`src/rtl/one_hot_arbiter.sv`:
```
// Round-robin arbiter producing the registered one-hot mux select.
// Grants are held per transfer; every owner change passes one idle cycle.
module one_hot_arbiter #(
  parameter int CHANNELS = 4,
  parameter int MAX_HOLD = 16,
  parameter int IDX_W    = 2
) (
  input  logic                clk,
  input  logic                reset,
  input  logic [CHANNELS-1:0] reqIn,
  input  logic                doneIn,
  output logic [CHANNELS-1:0] selOneHot,
  output logic                grantValid,
  output logic [IDX_W-1:0]    grantIndex,
  output logic                timeoutPulse
);

  typedef enum logic [1:0] {
    IDLE,
    BUSY,
    GAP
  } state_t;

  localparam int HW = (MAX_HOLD > 1) ? $clog2(MAX_HOLD) : 1;
  localparam logic [HW-1:0] HOLD_LAST =
    HW'((MAX_HOLD > 0) ? MAX_HOLD - 1 : 0);

  state_t              state_q, state_d;
  logic [CHANNELS-1:0] sel_q, sel_d;
  logic [IDX_W-1:0]    idx_q, idx_d;
  logic                valid_q, valid_d;
  logic                tp_q, tp_d;
  logic [IDX_W-1:0]    ptr_q, ptr_d;
  logic [HW-1:0]       hold_q, hold_d;

  logic [CHANNELS-1:0] win_oh;
  logic [IDX_W-1:0]    win_idx;
  logic                win_any;
  int                  scan;

  // Circular priority scan starting at the pointer.
  always_comb begin
    win_oh  = '0;
    win_idx = '0;
    win_any = 1'b0;
    scan    = 0;
    for (int k = 0; k < CHANNELS; k++) begin
      scan = int'(ptr_q) + k;
      if (scan >= CHANNELS) scan = scan - CHANNELS;
      if (!win_any && |(reqIn & (CHANNELS'(1) << scan))) begin
        win_any = 1'b1;
        win_oh  = CHANNELS'(1) << scan;
        win_idx = IDX_W'(scan);
      end
    end
  end

  logic           owner_req;
  logic           to_hit;
  logic           release_now;
  logic [IDX_W-1:0] ptr_nxt;
  int             nxt;

  always_comb begin
    owner_req   = |(reqIn & sel_q);
    to_hit      = (MAX_HOLD != 0) && (hold_q == HOLD_LAST);
    release_now = doneIn || !owner_req || to_hit;
    nxt         = int'(idx_q) + 1;
    if (nxt >= CHANNELS) nxt = 0;
    ptr_nxt     = IDX_W'(nxt);
  end

  always_comb begin
    state_d = state_q;
    sel_d   = sel_q;
    idx_d   = idx_q;
    valid_d = valid_q;
    tp_d    = 1'b0;
    ptr_d   = ptr_q;
    hold_d  = hold_q;
    unique case (state_q)
      IDLE, GAP: begin
        if (win_any) begin
          sel_d   = win_oh;
          idx_d   = win_idx;
          valid_d = 1'b1;
          hold_d  = '0;
          state_d = BUSY;
        end else begin
          sel_d   = '0;
          idx_d   = '0;
          valid_d = 1'b0;
          state_d = IDLE;
        end
      end
      BUSY: begin
        if (release_now) begin
          sel_d   = '0;
          idx_d   = '0;
          valid_d = 1'b0;
          ptr_d   = ptr_nxt;
          state_d = GAP;
          tp_d    = to_hit && !doneIn && owner_req;
        end else if (hold_q != '1) begin
          hold_d = hold_q + HW'(1);
        end
      end
      default: begin
        sel_d   = '0;
        idx_d   = '0;
        valid_d = 1'b0;
        state_d = IDLE;
      end
    endcase
  end

  always_ff @(posedge clk or posedge reset) begin
    if (reset) begin
      state_q <= IDLE;
      sel_q   <= '0;
      idx_q   <= '0;
      valid_q <= 1'b0;
      tp_q    <= 1'b0;
      ptr_q   <= '0;
      hold_q  <= '0;
    end else begin
      state_q <= state_d;
      sel_q   <= sel_d;
      idx_q   <= idx_d;
      valid_q <= valid_d;
      tp_q    <= tp_d;
      ptr_q   <= ptr_d;
      hold_q  <= hold_d;
    end
  end

  assign selOneHot    = sel_q;
  assign grantValid   = valid_q;
  assign grantIndex   = idx_q;
  assign timeoutPulse = tp_q;

endmodule

```
`config.mk`:
```
export PLATFORM = sky130hd
export DESIGN_NAME = one_hot_arbiter
export DESIGN_NICKNAME = d
export VERILOG_FILES = /design/src/rtl/one_hot_arbiter.sv
export SDC_FILE = /design/constraint.sdc
export NUM_CORES = 1
export LEC_CHECK = 0
export CAP_MARGIN = 20
export CORE_MARGIN = 3
export CORE_UTILIZATION = 55
export CTS_CLUSTER_SIZE = 24
export DETAILED_ROUTE_END_ITERATION = 6
export PLACE_DENSITY = 0.85
export SLEW_MARGIN = 0
export SYNTH_ARGS = -nofsm -noshare
export SYNTH_HDL_FRONTEND = slang
export SYNTH_SLANG_ARGS = --single-unit
export TNS_END_PERCENT = 20
```
`constraint.sdc`:
```
create_clock -name clk -period 6 [get_ports clk]
set_input_delay 1.8 -clock clk [delete_from_list [all_inputs] [get_ports clk]]
set_output_delay 1.8 -clock clk [all_outputs]
set_load 0.01 [all_outputs]
```
* Yosys cells after proc, flatten, opt, wreduce, memory -nomap -nowiden
Cells that the tools add are included.
** Word-level totals
- Bits in registers :: 16
- Input port bits :: 7
- Output and inout port bits :: 8
- Word-level logic and storage cells :: 95
** Cells by class
- Add/subtract/negate cells :: 9
- $lt $le $gt $ge :: 5
- Equality and inequality tests :: 8
- Shift operators :: 4
- Mux-type cells :: 35
- Bitwise operators :: 5
- Reductions and logical operators :: 22
** Operator list (count)
- $mux 32 :: 4
- $shl 1x32->4 const A :: 4
- $mux 4 :: 9
- $and 4x4->4 :: 5
- $reduce_or 4->1 :: 5
- $mux 2 :: 8
- $pmux 4 s2 :: 2
- $ge 3x3->1 const B :: 4
- $sub 3x3->4 const B :: 3
- $mux 1 :: 9
- $ne 2x2->1 const B :: 4
- $pmux 2 s2 :: 2
- $add 2x1->3 const B :: 2
- $add 2x2->3 const B :: 2
- $logic_and 1x1->1 :: 5
- $logic_not 1->1 :: 5
- $add 4x1->4 const B :: 1
- $eq 4x4->1 const B :: 1
- $ne 4x4->1 const B :: 1
- $reduce_and 4->1 :: 1
- $sub 2x3->4 const B :: 1
- $ge 2x3->1 const B :: 1
- $eq 2x1->1 const B :: 1
- $eq 2x2->1 const B :: 1
- other kinds (6) :: 7

* Logic depth before layout (Yosys ltp)
- Depth after elaboration :: 17
- Depth in mapped cells :: 9
- Gate-level depth less buffers :: 7

* Worst setup path after synthesis
No wires, ideal clock.
- Kind :: input-to-reg
- Start point :: input port reqIn[1]
- End point :: register idx_q[1] (netlist: grantIndex[1])
- Library setup time :: 0.121 ns
- Data arrival time :: 3.124 ns
- Required time :: 5.879 ns
- Slack :: 2.755 ns
- Cell stages on the path :: 6
- Buffers on the path :: 1
- Path through :: a22o_1 > or2_1 > buf_6 > o41ai_4 > a21oi_1 > a22o_1
** Between the ends
- Word-level cells in the longest chain between the ends :: 14
- Elaborated cells between the ends (all ways) :: 30
- Those cells by class :: eq/ne: 1; mux: 10; bitwise: 5; reduce/logical: 14
** RTL lines
- from (decl) :: line 10 : input logic [CHANNELS-1:0] reqIn,
- $and 4x4->4 :: line 50 : if (!win_any && |(reqIn & (CHANNELS'(1) << scan))) begin
- $reduce_or 4->1 :: line 50
- $mux 1 :: line 50
- $logic_not 1->1 :: line 50
- $logic_and 1x1->1 :: line 50
- $mux 1 :: line 50
- $logic_not 1->1 :: line 50
- $logic_and 1x1->1 :: line 50
- $mux 1 :: line 50
- $logic_not 1->1 :: line 50
- $logic_and 1x1->1 :: line 50
- $mux 2 / $mux 1 (equally long branches) :: line 50
- $mux 2 :: line 83 : if (win_any) begin
- $pmux 2 s2 :: line 81 : unique case (state_q)
- to (signal assigned) :: line 129 : idx_q <= idx_d;
- to (decl) :: line 30 : logic [IDX_W-1:0] idx_q, idx_d;
Parallel ways exist; a longest one is shown, timed or not.
A chain may end at the register's enable or synchronous reset.

* Final worst setup path
- Start point :: input port reqIn[2]
- End point :: register sel_q[1] (netlist: selOneHot[1])
** Between the ends
- Word-level cells in the longest chain between the ends :: 14
- Elaborated cells between the ends (all ways) :: 30
- Those cells by class :: eq/ne: 1; mux: 10; bitwise: 5; reduce/logical: 14
** RTL lines
- $and 4x4->4 :: line 50
- $reduce_or 4->1 :: line 50
- $mux 1 :: line 50
- $logic_not 1->1 :: line 50
- $logic_and 1x1->1 :: line 50
- $mux 1 :: line 50
- $logic_not 1->1 :: line 50
- $logic_and 1x1->1 :: line 50
- $mux 1 :: line 50
- $logic_not 1->1 :: line 50
- $logic_and 1x1->1 :: line 50
- $mux 4 / $mux 1 (equally long branches) :: line 50
- $mux 4 :: line 83
- $pmux 4 s2 :: line 81
- to (signal assigned) :: line 128 : sel_q <= sel_d;
- to (decl) :: line 29 : logic [CHANNELS-1:0] sel_q, sel_d;
Parallel ways exist; a longest one is shown, timed or not.

==> metrics <==
hold buffers post-CTS 0; drt drc 0; via/cell ratio 6.07; Synth Area in Simple Gates 19.4%; worst skew pair latency 0.30 ns; WL final 2190 microns; worst reg2reg endpoint selOneHot[1]; mux share of post-synthesis cell area 0%; max incr delay on CP 0.53 ns; Leak Pwr 0.522 nW; CTS tree done; critical hold path startpoint selOneHot[0]; Power Density 497 nW/um^2; Total Nets Final 132; Routed Antenna Nets 0; highest clock rate 270 MHz; period utilization 61.7%; sequential area share after synthesis 37.3%; post-DR wirelength/cell 15.4 microns; first-iteration detailed-routing DRC count 27; leading area contributor after synthesis dfrtp_1; Final Hold Fails 0; syn_nets 119; Congestion Overflow GR 0; initial antenna violation count 0; setup bufs post-CTS 0; setup slack after layout 2.30 ns; largest family of logic cells by synthesized area compound AO/OA/AOI/OAI gates; worst vdd ir 336 uV; ys async rst share 100%; status completed; Std-Cell Rows 14; CTS root buffer clkbuf_4; gr usage total 21.1%; synthesized cell area 1010 sq um; Reg2Reg Depth 7; Most used DFF post-synth dfrtp_1; adder-cell area share of the yosys netlist 7.45%; crit-path max FO 10; CP Cell Sequence clkdlybuf4s50_1 -> a22o_1 -> or2_1 -> nor3_1 -> a211oi_1 -> o31ai_1; clock-pin slew on the worst setup and hold paths 0.09 ns; R2R Path Start ptr_q[0]; share of layout cells above drive strength 1 5.93%; Hold Path Class register to register; XOR/XNOR Fraction of Synth Area 2.61%; RSZ-0062 raised after global routing false; diode count 0; pin count of the biggest net entering global routing 16; Critical Path Source Type input pin; DR vias 862; fin. max-slew vios 0; Synth Instances 106; Syn Area/Cell 9.50 sq um; crit path DAT 3.90 ns; WS Path Type input pin to register; Setup crit end kind register; Compound-Gate Fraction of Synth Area 27.8%; IO buf count 14; Syn. warnings 0; Die Wd 48.8 microns; hold path cells 2; EDFF count, synth 0; Final setup viols 0; Die H 48.8 microns; TritonCTS Sinks 15; Filler cells 135; cts bufs inserted 3; Clock Skew 0.00964 ns; post-cts resize count 0; R2R setup slack 3.46 ns; register bit total from synthesis 15; global placement routability congestion 0.854; Worst Hold End selOneHot[0]; CP Data Required Time 6.20 ns; Unique masters post-synth 29; minimum clock period 3.70 ns; share of the synthesized area in the top cell type 37.3%; Die Area 2380 sq um; Synth area leaders dfrtp_1 (37%), ha_1 (7.5%), a22o_1 (7.0%), a22oi_1 (6.0%), nand2_1 (5.2%); vias in the first global route 861; Worst path slowest cell nor3_1; area grow syn2layout 15.9%; I/O pin cnt 15; first-pass GRT wire length 3950 microns; clock buffer depth 2; Maximum Capacitance Violations 0; 1st-pass router iterations 4; CORE AREA 1610 sq um; final HPWL from detailed placement 1650 microns; Slew HR 56.6%; pre-CTS setup slack 2.04 ns; H-tree Lvls 1; Least-Margin Pin Slew 0.647 ns; Starting Density 62.5%; setup tns final 0 ns
[worst max-delay path by stage]
stage | startpoint | end | slack [ns] | cells past startpoint
2_1_floorplan | reqIn[1] | grantIndex[1] | 2.75 | 6
3_3_place_gp | reqIn[2] | grantIndex[1] | 2.05 | 6
3_5_place_dp | reqIn[2] | grantIndex[1] | 2.04 | 6
4_1_cts | reqIn[2] | selOneHot[1] | 2.32 | 6
5_1_grt | reqIn[2] | grantIndex[1] | 2.16 | 6
6_report | reqIn[2] | selOneHot[1] | 2.30 | 6
[kinds of logic after synthesis]
group / after synthesis
compound gates: 35
flops: 15
xor+xnor: 3
fa+ha+maj: 6
simple gates: 37
buf+inv: 10
[worst max-delay path: cells and delay by family]
family / cells / cell delay, ns
AO/OA/AOI/OAI: 3 / 0.69
buffers and inverters: 1 / 0.49
AND/OR/NAND/NOR: 2 / 0.91
[per-stage QoR]
stage | cells | hold slack [ns] | utilization, % | total power [mW] | area (sq um)
final | 142 | 0.512 | 72.4 | 0.580 | 1170
after global routing | 142 | 0.552 | 72.4 | 0.634 | 1170
after CTS | 142 | 0.517 | 72.4 | 0.582 | 1170
after detailed placement | 138 | 0.495 | 70.6 | 0.513 | 1140
after global placement | 138 | 0.472 | 70.6 | 0.503 | 1140
after floorplan | 106 | 0.448 | - | 0.440 | 1010
[cell usage after synthesis, types with 2 or more instances]
library cell,number
a211oi_1,6
inv_1,4
ha_1,6
buf_6,2
xor2_1,2
o21ai_0,4
a21oi_1,2
dfrtp_1,15
and3_1,3
nor2_1,5
clkbuf_1,2
o31ai_1,4
nor3_1,2
nor2b_1,3
nand2_1,14
buf_2,2
nand3_1,4
a22o_1,8
a22oi_1,8
[area by class of cell]
type                       count  area, sq um  share of cell area [%]
clock inverter                 1         7.51                   0.643
inverter                       4         15.0                    1.29
timing repair buffer          14          140                    12.0
clock buffer                   3         22.5                    1.93
sequential                    15          375                    32.2
multi-input combinational     81          577                    49.4
tap                           24         30.0                    2.57
[routing by layer]
| metal | vias to the layer above | global-route usage, % | part of all wire, % |
|---|---|---|---|
| li1 | 420 | - | - |
| met1 | 413 | 28.1 | 44 |
| met2 | 26 | 33.7 | 49 |
| met3 | 3 | 5.50 | 5.5 |
| met4 | 0 | 6.16 | 1.1 |
| met5 | - | 0 | 0 |
[flip-flops by register name, summed over array words and instances, names as in the netlist]
register,flops
hold_q,4
selOneHot,4
grantIndex,2
ptr_q,2
state_q,2
timeoutPulse,1
[report_power, final]
group	switching [mW]	internal, mW
clock	0.0363	0.0255
sequential	0.0217	0.130
combinational	0.211	0.155
total	0.269	0.310
[cell usage in the layout (no fill, tap or decap), drive strengths merged, types with 2 or more instances in the layout]
cell | synthesis | layout
dfrtp | 15 | 15
nand2 | 14 | 14
clkdlybuf4s50 | 0 | 14
a22oi | 8 | 8
a22o | 8 | 8
a211oi | 6 | 6
ha | 6 | 6
nor2 | 5 | 5
inv | 4 | 4
o21ai | 4 | 4
o31ai | 4 | 4
nand3 | 4 | 4
and3 | 3 | 3
nor2b | 3 | 3
clkbuf | 2 | 3
nor3 | 2 | 2
xor2 | 2 | 2
a21oi | 2 | 2
and2 | 2 | 2
(Power assumes the default switching activity.)
